--- config.mk ---
export PLATFORM = sky130hd
export DESIGN_NAME = vga_timing_gen
export DESIGN_NICKNAME = d
export VERILOG_FILES = /design/src/rtl/vga_timing_gen.sv
export SDC_FILE = /design/constraint.sdc
export NUM_CORES = 1
export LEC_CHECK = 0
export ABC_AREA = 1
export BUFFER_PORTS_ARGS = -buffer_cell sky130_fd_sc_hd__buf_2
export CAP_MARGIN = 40
export CORE_UTILIZATION = 45
export DETAILED_ROUTE_END_ITERATION = 6
export PLACE_DENSITY = 0.73
export RECOVER_POWER = 50
export SYNTH_ARGS = -nofsm -noshare
export SYNTH_HDL_FRONTEND = slang
export SYNTH_SLANG_ARGS = --single-unit
--- constraint.sdc ---
create_clock -name clk -period 2.2 [get_ports clk]
set_input_delay 0.11 -clock clk [delete_from_list [all_inputs] [get_ports clk]]
set_output_delay 0.11 -clock clk [all_outputs]
set_load 0.005 [all_outputs]
--- src/rtl/vga_timing_gen.sv ---
// vga_timing_gen: pixel-tick divider and raster counters with registered sync, active and line/frame markers
module vga_timing_gen #(
    parameter int unsigned H_ACTIVE = 800,
    parameter int unsigned H_FP     = 56,
    parameter int unsigned H_SYNC   = 120,
    parameter int unsigned H_BP     = 64,
    parameter int unsigned V_ACTIVE = 600,
    parameter int unsigned V_FP     = 37,
    parameter int unsigned V_SYNC   = 6,
    parameter int unsigned V_BP     = 23,
    parameter bit          SYNC_POL = 1'b0,
    parameter int unsigned CLK_DIV  = 2,
    parameter int unsigned HW       = 11,
    parameter int unsigned VW       = 10
) (
    input  logic          clk,
    input  logic          rst,
    input  logic          en,
    output logic          pix_tick,
    output logic [HW-1:0] hcount,
    output logic [VW-1:0] vcount,
    output logic          active,
    output logic          hsync,
    output logic          vsync,
    output logic          line_start,
    output logic          frame_start
);
    localparam int unsigned H_TOTAL = H_ACTIVE + H_FP + H_SYNC + H_BP;
    localparam int unsigned V_TOTAL = V_ACTIVE + V_FP + V_SYNC + V_BP;
    localparam int unsigned DW = CLK_DIV > 1 ? $clog2(CLK_DIV) : 1;
    localparam logic [DW-1:0] D_LAST  = DW'(CLK_DIV - 1);
    localparam logic [HW-1:0] H_LAST  = HW'(H_TOTAL - 1);
    localparam logic [HW-1:0] H_ACT   = HW'(H_ACTIVE);
    localparam logic [HW-1:0] HS_ON   = HW'(H_ACTIVE + H_FP);
    localparam logic [HW-1:0] HS_LAST = HW'(H_ACTIVE + H_FP + H_SYNC - 1);
    localparam logic [VW-1:0] V_LAST  = VW'(V_TOTAL - 1);
    localparam logic [VW-1:0] V_ACT   = VW'(V_ACTIVE);
    localparam logic [VW-1:0] VS_ON   = VW'(V_ACTIVE + V_FP);
    localparam logic [VW-1:0] VS_LAST = VW'(V_ACTIVE + V_FP + V_SYNC - 1);

    logic [DW-1:0] div_cnt, div_nxt;
    logic          div_last, h_last, v_last;
    logic [HW-1:0] h_nxt;
    logic [VW-1:0] v_nxt;

    // next divider and raster position; outputs are decoded from these so nothing lags the counters
    always_comb begin
        div_last = div_cnt == D_LAST;
        div_nxt  = div_last ? '0 : div_cnt + 1'b1;
        h_last   = hcount == H_LAST;
        v_last   = vcount == V_LAST;
        h_nxt    = h_last ? '0 : hcount + 1'b1;
        v_nxt    = h_last ? (v_last ? '0 : vcount + 1'b1) : vcount;
    end

    // divider, counters and registered outputs; pulses clear every edge, everything else holds while en is low
    always_ff @(posedge clk or posedge rst) begin
        if (rst) begin
            div_cnt     <= '0;
            pix_tick    <= 1'b0;
            hcount      <= '0;
            vcount      <= '0;
            active      <= 1'b1;
            hsync       <= ~SYNC_POL;
            vsync       <= ~SYNC_POL;
            line_start  <= 1'b0;
            frame_start <= 1'b0;
        end else begin
            pix_tick    <= 1'b0;
            line_start  <= 1'b0;
            frame_start <= 1'b0;
            if (en) begin
                div_cnt <= div_nxt;
                if (div_last) begin
                    pix_tick    <= 1'b1;
                    hcount      <= h_nxt;
                    vcount      <= v_nxt;
                    active      <= (h_nxt < H_ACT) && (v_nxt < V_ACT);
                    hsync       <= (h_nxt >= HS_ON && h_nxt <= HS_LAST) ? SYNC_POL : ~SYNC_POL;
                    vsync       <= (v_nxt >= VS_ON && v_nxt <= VS_LAST) ? SYNC_POL : ~SYNC_POL;
                    line_start  <= h_last;
                    frame_start <= h_last && v_last;
                end
            end
        end
    end
endmodule
==> Word-level counts from Yosys, hierarchy flattened <==
Index checks and enable logic that the tools add are counted.
{ "op_classes": {"addsub": 3, "n_lt_le_gt_ge": 6, "n_eq_ne": 2, "n_mux": 12, "n_reduce_logical": 5} }
{ "ops": {"columns": ["op", "count"], "rows": [
  ["two-way mux 10 bit", 2],
  ["adder 11 x 1 -> 11 bit (second input constant)", 1],
  ["equality test 11 bit (second input constant)", 1],
  ["greater-or-equal comparator 11 x 10 -> 1 bit (second input constant)", 1],
  ["less-or-equal comparator 11 x 10 -> 1 bit (second input constant)", 1],
  ["< comparator 11 x 10 -> 1 bit (second input constant)", 1],
  ["two-way mux 11 bit", 1],
  ["adder 10 x 1 -> 10 bit (second input constant)", 1],
  ["equality test 10 bit (second input constant)", 1],
  ["greater-or-equal comparator 10 bit (second input constant)", 1],
  ["less-or-equal comparator 10 bit (second input constant)", 1],
  ["< comparator 10 bit (second input constant)", 1],
  ["two-way mux 1 bit", 9],
  ["logical AND 1 bit", 4],
  ["AND reduction 2 bit", 1],
  ["adder 1 bit (second input constant)", 1]
]} }
{ "totals": {"regBits": 28, "output_inout_bits": 27, "elab_cells": 37} }

==> Longest topological paths before layout <==
{ "logic_depth": {"depth_word": 6, "depth_mapped": 16, "depth_no_buf": 15} }

==> Least setup slack after synthesis <==
Ideal clock, no wire load.
{ "synth_path": {"kind": "register to register", "start": "reg hcount[0]", "end": "reg vsync", "arrival_ps": 1674, "path_slack_ps": 454, "stages_incl_launch_ff": 13, "period_less_slack_ps": 1746, "path_cell_list": "dfrtp_1 ha_1 nand3_2 nor2_2 nand2_2 clkinv_2 nand3_1 o21ai_2 or2_2 nor2_1 nand3_1 nand2_1 inv_1"} }
{ "synth_via": {"elab_chain_cells": 5, "elab_cells_between_ends": 6, "cone_classes": "order compare (2); eq/ne (1); mux (2); reduce/logical (1)"} }
{ "synth_lines": {"columns": ["element", "line_no", "text"], "rows": [
  ["start, declared", "20", "output logic [HW-1:0] hcount,"],
  ["start signal, assigned", "76", "hcount <= h_nxt;"],
  ["equality test 11 bit *", "50", "h_last = hcount == H_LAST;"],
  ["two-way mux 10 bit *", "53", "v_nxt = h_last ? (v_last ? '0 : vcount + 1'b1) : vcount;"],
  ["greater-or-equal comparator 10 bit / less-or-equal comparator 10 bit (equally long branches)", "80", "vsync <= (v_nxt >= VS_ON && v_nxt <= VS_LAST) ? SYNC_POL : ~SYNC_POL;"],
  ["logical AND 1 bit *", "80", null],
  ["two-way mux 1 bit *", "80", null],
  ["end signal, assigned", "65", "vsync <= ~SYNC_POL;"],
  ["end signal, assigned", "80", null],
  ["end, declared", "24", "output logic vsync,"]
]} }
Every way passes the cells marked *; elsewhere a longest branch is shown, timed or not.
A chain may end at the register's enable or synchronous reset.

==> Worst setup path after layout <==
{ "layout_path": {"start": "reg hcount[1]", "end": "reg vsync"} }
Same word-level chain as after synthesis.

==> flow_summary.yaml <==
cts:
  cts_buffers: 3
  htree_levels: 1
  cts_tree: "yes"
  root_buffer: "clkbuf_8"
  clock_latency_ps: 280
  cts_buffer_depth: 2
  path_clk_slew_ps: 100
  cts_sinks: 28
worst_hold_path:
  hold_path.class: "in2reg"
synth:
  synth_nets: 289
  synth.top_cell.area_share_pct: 32.9
  synth_cells: 282
  avgSynthCellArea_um2: 6.75
  ys_warn_count: 0
  synth_largest_area_cell: "dfrtp_1"
  ys_ff_latch: 28
  synth.cell_area_mm2: 0.00190
  synthTopCellsByArea: "dfrtp_1, nand2_1, nor2_1"
  yosysUniqueCellTypes: 32
  seq_area_frac_synth_pct: 37.0
routing:
  post-route-drc-count: 0
  num_vias: 1835
  wirelength_um: 4310
  drt_iter0_drc: 98
  drtAntennaViolNets: 0
  vias_per_cell: 5.07
  first_pass_iters: 4
  routedWlPerCell_um: 11.9
grt:
  antenna_found_initial: 0
  grt_pass1_wl_um: 7410
  grt_max_degree: 29
  grt_overflow: 0
  grt_usage_pct: 21.7
  grt_pass1_vias: 1693
critical_path:
  critPathMaxFanout: 13
  cp_data_arrival_time_ps: 2200
  end_kind: "flip-flop"
  cp.required_ps: 2430
  start_kind: "flip-flop"
  worst-setup-path-type: "reg2reg"
final_layout:
  area_growth_pct: 14.1
  finalNetCount: 320
  drive_gt1_share_pct: 14.4
  finalCoreUtilization_pct: 53.9
  design_area_mm2: 0.00217
  antenna_cells: 0
die:
  ioPinCount: 30
  die_area_mm2: 0.00449
  die_w_um: 67.0
  start_util_pct: 47.2
  row_count: 23
  die_h_um: 67.0
  coreArea_mm2: 0.00403
sta:
  max_freq_mhz: 508
  clock_skew_ps: 5.46
  finalHoldViolCount: 0
  setup_viol: 0
  period_share_pct: 89.4
  maxSlewViolCount: 29
  relSlewSlack_pct: -3.79
  setup-tns-final_ps: 0
  min_period_ps: 1970
  rsz0062_at_grt: "false"
  worstMarginPinSlew_ps: 1560
power_and_ir_drop:
  finalPower_mw: 2.07
  ir_worst_vdd_mv: 0.281
  leakagePower_nw: 1.08
  p_per_area_mw_per_mm2: 956
placement:
  post_dp_cell_area_mm2: 0.00210
  place.gp.congestion: 0.844
  portBuffers: 29
  dp_hpwl_um: 3170
job:
  max_cap_viol_count: 1
status:
  status: "complete, but fails checks"
  violations: "capacitance limit, slew limit"
[flip-flops by register name, indices dropped and copies added (netlist names)]
| register | count |
|---|---|
| hcount | 11 |
| pix_tick | 1 |
| vsync | 1 |
| line_start | 1 |
| div_cnt | 1 |
| hsync | 1 |
| frame_start | 1 |
| active | 1 |
| vcount | 10 |
[power breakdown]
part / leakage, nW / total [mW] / internal [mW] / switching, mW
Sequential: 0.357 / 0.849 / 0.643 / 0.206
Combinational: 0.691 / 0.806 / 0.327 / 0.479
Clock: 0.0357 / 0.420 / 0.244 / 0.176
Total: 1.08 / 2.07 / 1.21 / 0.860
[cell families after synthesis]
family,synth area share [%]
AO/OA/AOI/OAI,11.6
adder cells (fa/ha/maj),2.63
buffers and inverters,9.27
flip-flops,37.0
AND/OR/NAND/NOR,35.8
XOR/XNOR,3.68
[layer usage]
layer  global-route usage, %  wire [µm]
met5                       0          0
met4                    8.78         71
met3                    2.57        180
met2                    35.3       1930
met1                    28.6       2120
[critical path, stage by stage, from the launching register on]
cell	delay, ps
dfrtp_1	430
ha_1	250
nand3_2	150
nor2_2	180
nand2_4	130
clkinv_2	130
nor2_1	60
nor2_2	150
nand2_1	70
nor2_1	80
nand2_1	60
nand2_1	50
nand3_1	70
nand2_1	60
inv_1	40
[worst paths after layout]
kind | startpoint | endpoint | depth (start not counted) | slack (ps)
max in group asynchronous | rst | vcount[7] | 4 | 400
hold reg to reg | active | active | 2 | 470
setup reg to reg | hcount[1] | vsync | 14 | 230
setup / recovery | hcount[1] | vsync | 14 | 230
hold / removal | en | div_cnt | 3 | 70
min in group asynchronous | rst | vcount[5] | 4 | 900
[cell usage in the layout (no fill, tap or decap), types with 3 or more instances in the layout]
cell	Yosys	final
dfstp_2	3	3
o21ai_1	4	5
o21ai_0	25	24
dfrtp_1	25	25
buf_2	1	22
nand4_1	7	7
nor2_1	37	37
clkbuf_1	5	8
inv_1	34	34
nand2_1	83	83
xor2_1	7	7
ha_1	4	4
nand3_1	17	17
clkbuf_8	0	3
nor2_2	4	4
[timing repair]
action / in CTS / in global routing
endpoints found under the setup margin: 0 / 2
gates resized for setup: 0 / 2
endpoints found under the hold margin: 25 / 0
hold buffers: 1 / 0
setup buffers: 0 / 0
[Yosys cell counts]
| master | instances |
|---|---|
| o21ai_1 | 4 |
| nand3_2 | 2 |
| o22ai_1 | 1 |
| o21a_1 | 2 |
| dfrtp_1 | 25 |
| nor3_1 | 2 |
| nand2_1 | 83 |
| xnor2_1 | 1 |
| o21ai_0 | 25 |
| or2_2 | 2 |
| clkinv_1 | 1 |
| buf_6 | 1 |
| nand4_1 | 7 |
| clkbuf_1 | 5 |
| nand3b_1 | 2 |
| nand3_1 | 17 |
| o221ai_1 | 1 |
| nor2_2 | 4 |
| clkbuf_2 | 1 |
| xor2_1 | 7 |
| buf_2 | 1 |
| nor4_1 | 1 |
| clkinv_2 | 1 |
| dfstp_2 | 3 |
| o21bai_1 | 2 |
| a21oi_2 | 1 |
| a21oi_1 | 1 |
| nor2_1 | 37 |
| inv_1 | 34 |
| nand2_2 | 2 |
| o21ai_2 | 2 |
| ha_1 | 4 |
[through the flow]
stage | hold WS [ps] | worst slack [ps] | instances
final | 66.5 | 233 | 362
after global routing | 96.6 | 8.80 | 362
after CTS | 71.3 | 124 | 362
after detailed placement | 201 | 150 | 357
after global placement | 194 | 224 | 357
after floorplan | 173 | 454 | 282
[cell type report]
cell class,count,area [µm²]
clock buffer,3,41.3
clock inverter,1,30.0
inverter,36,136
multi-input combinational,210,1030
fill,416,1860
tap,50,62.6
sequential,28,704
timing repair buffer,34,169
Power figures use the tool's default switching activity.
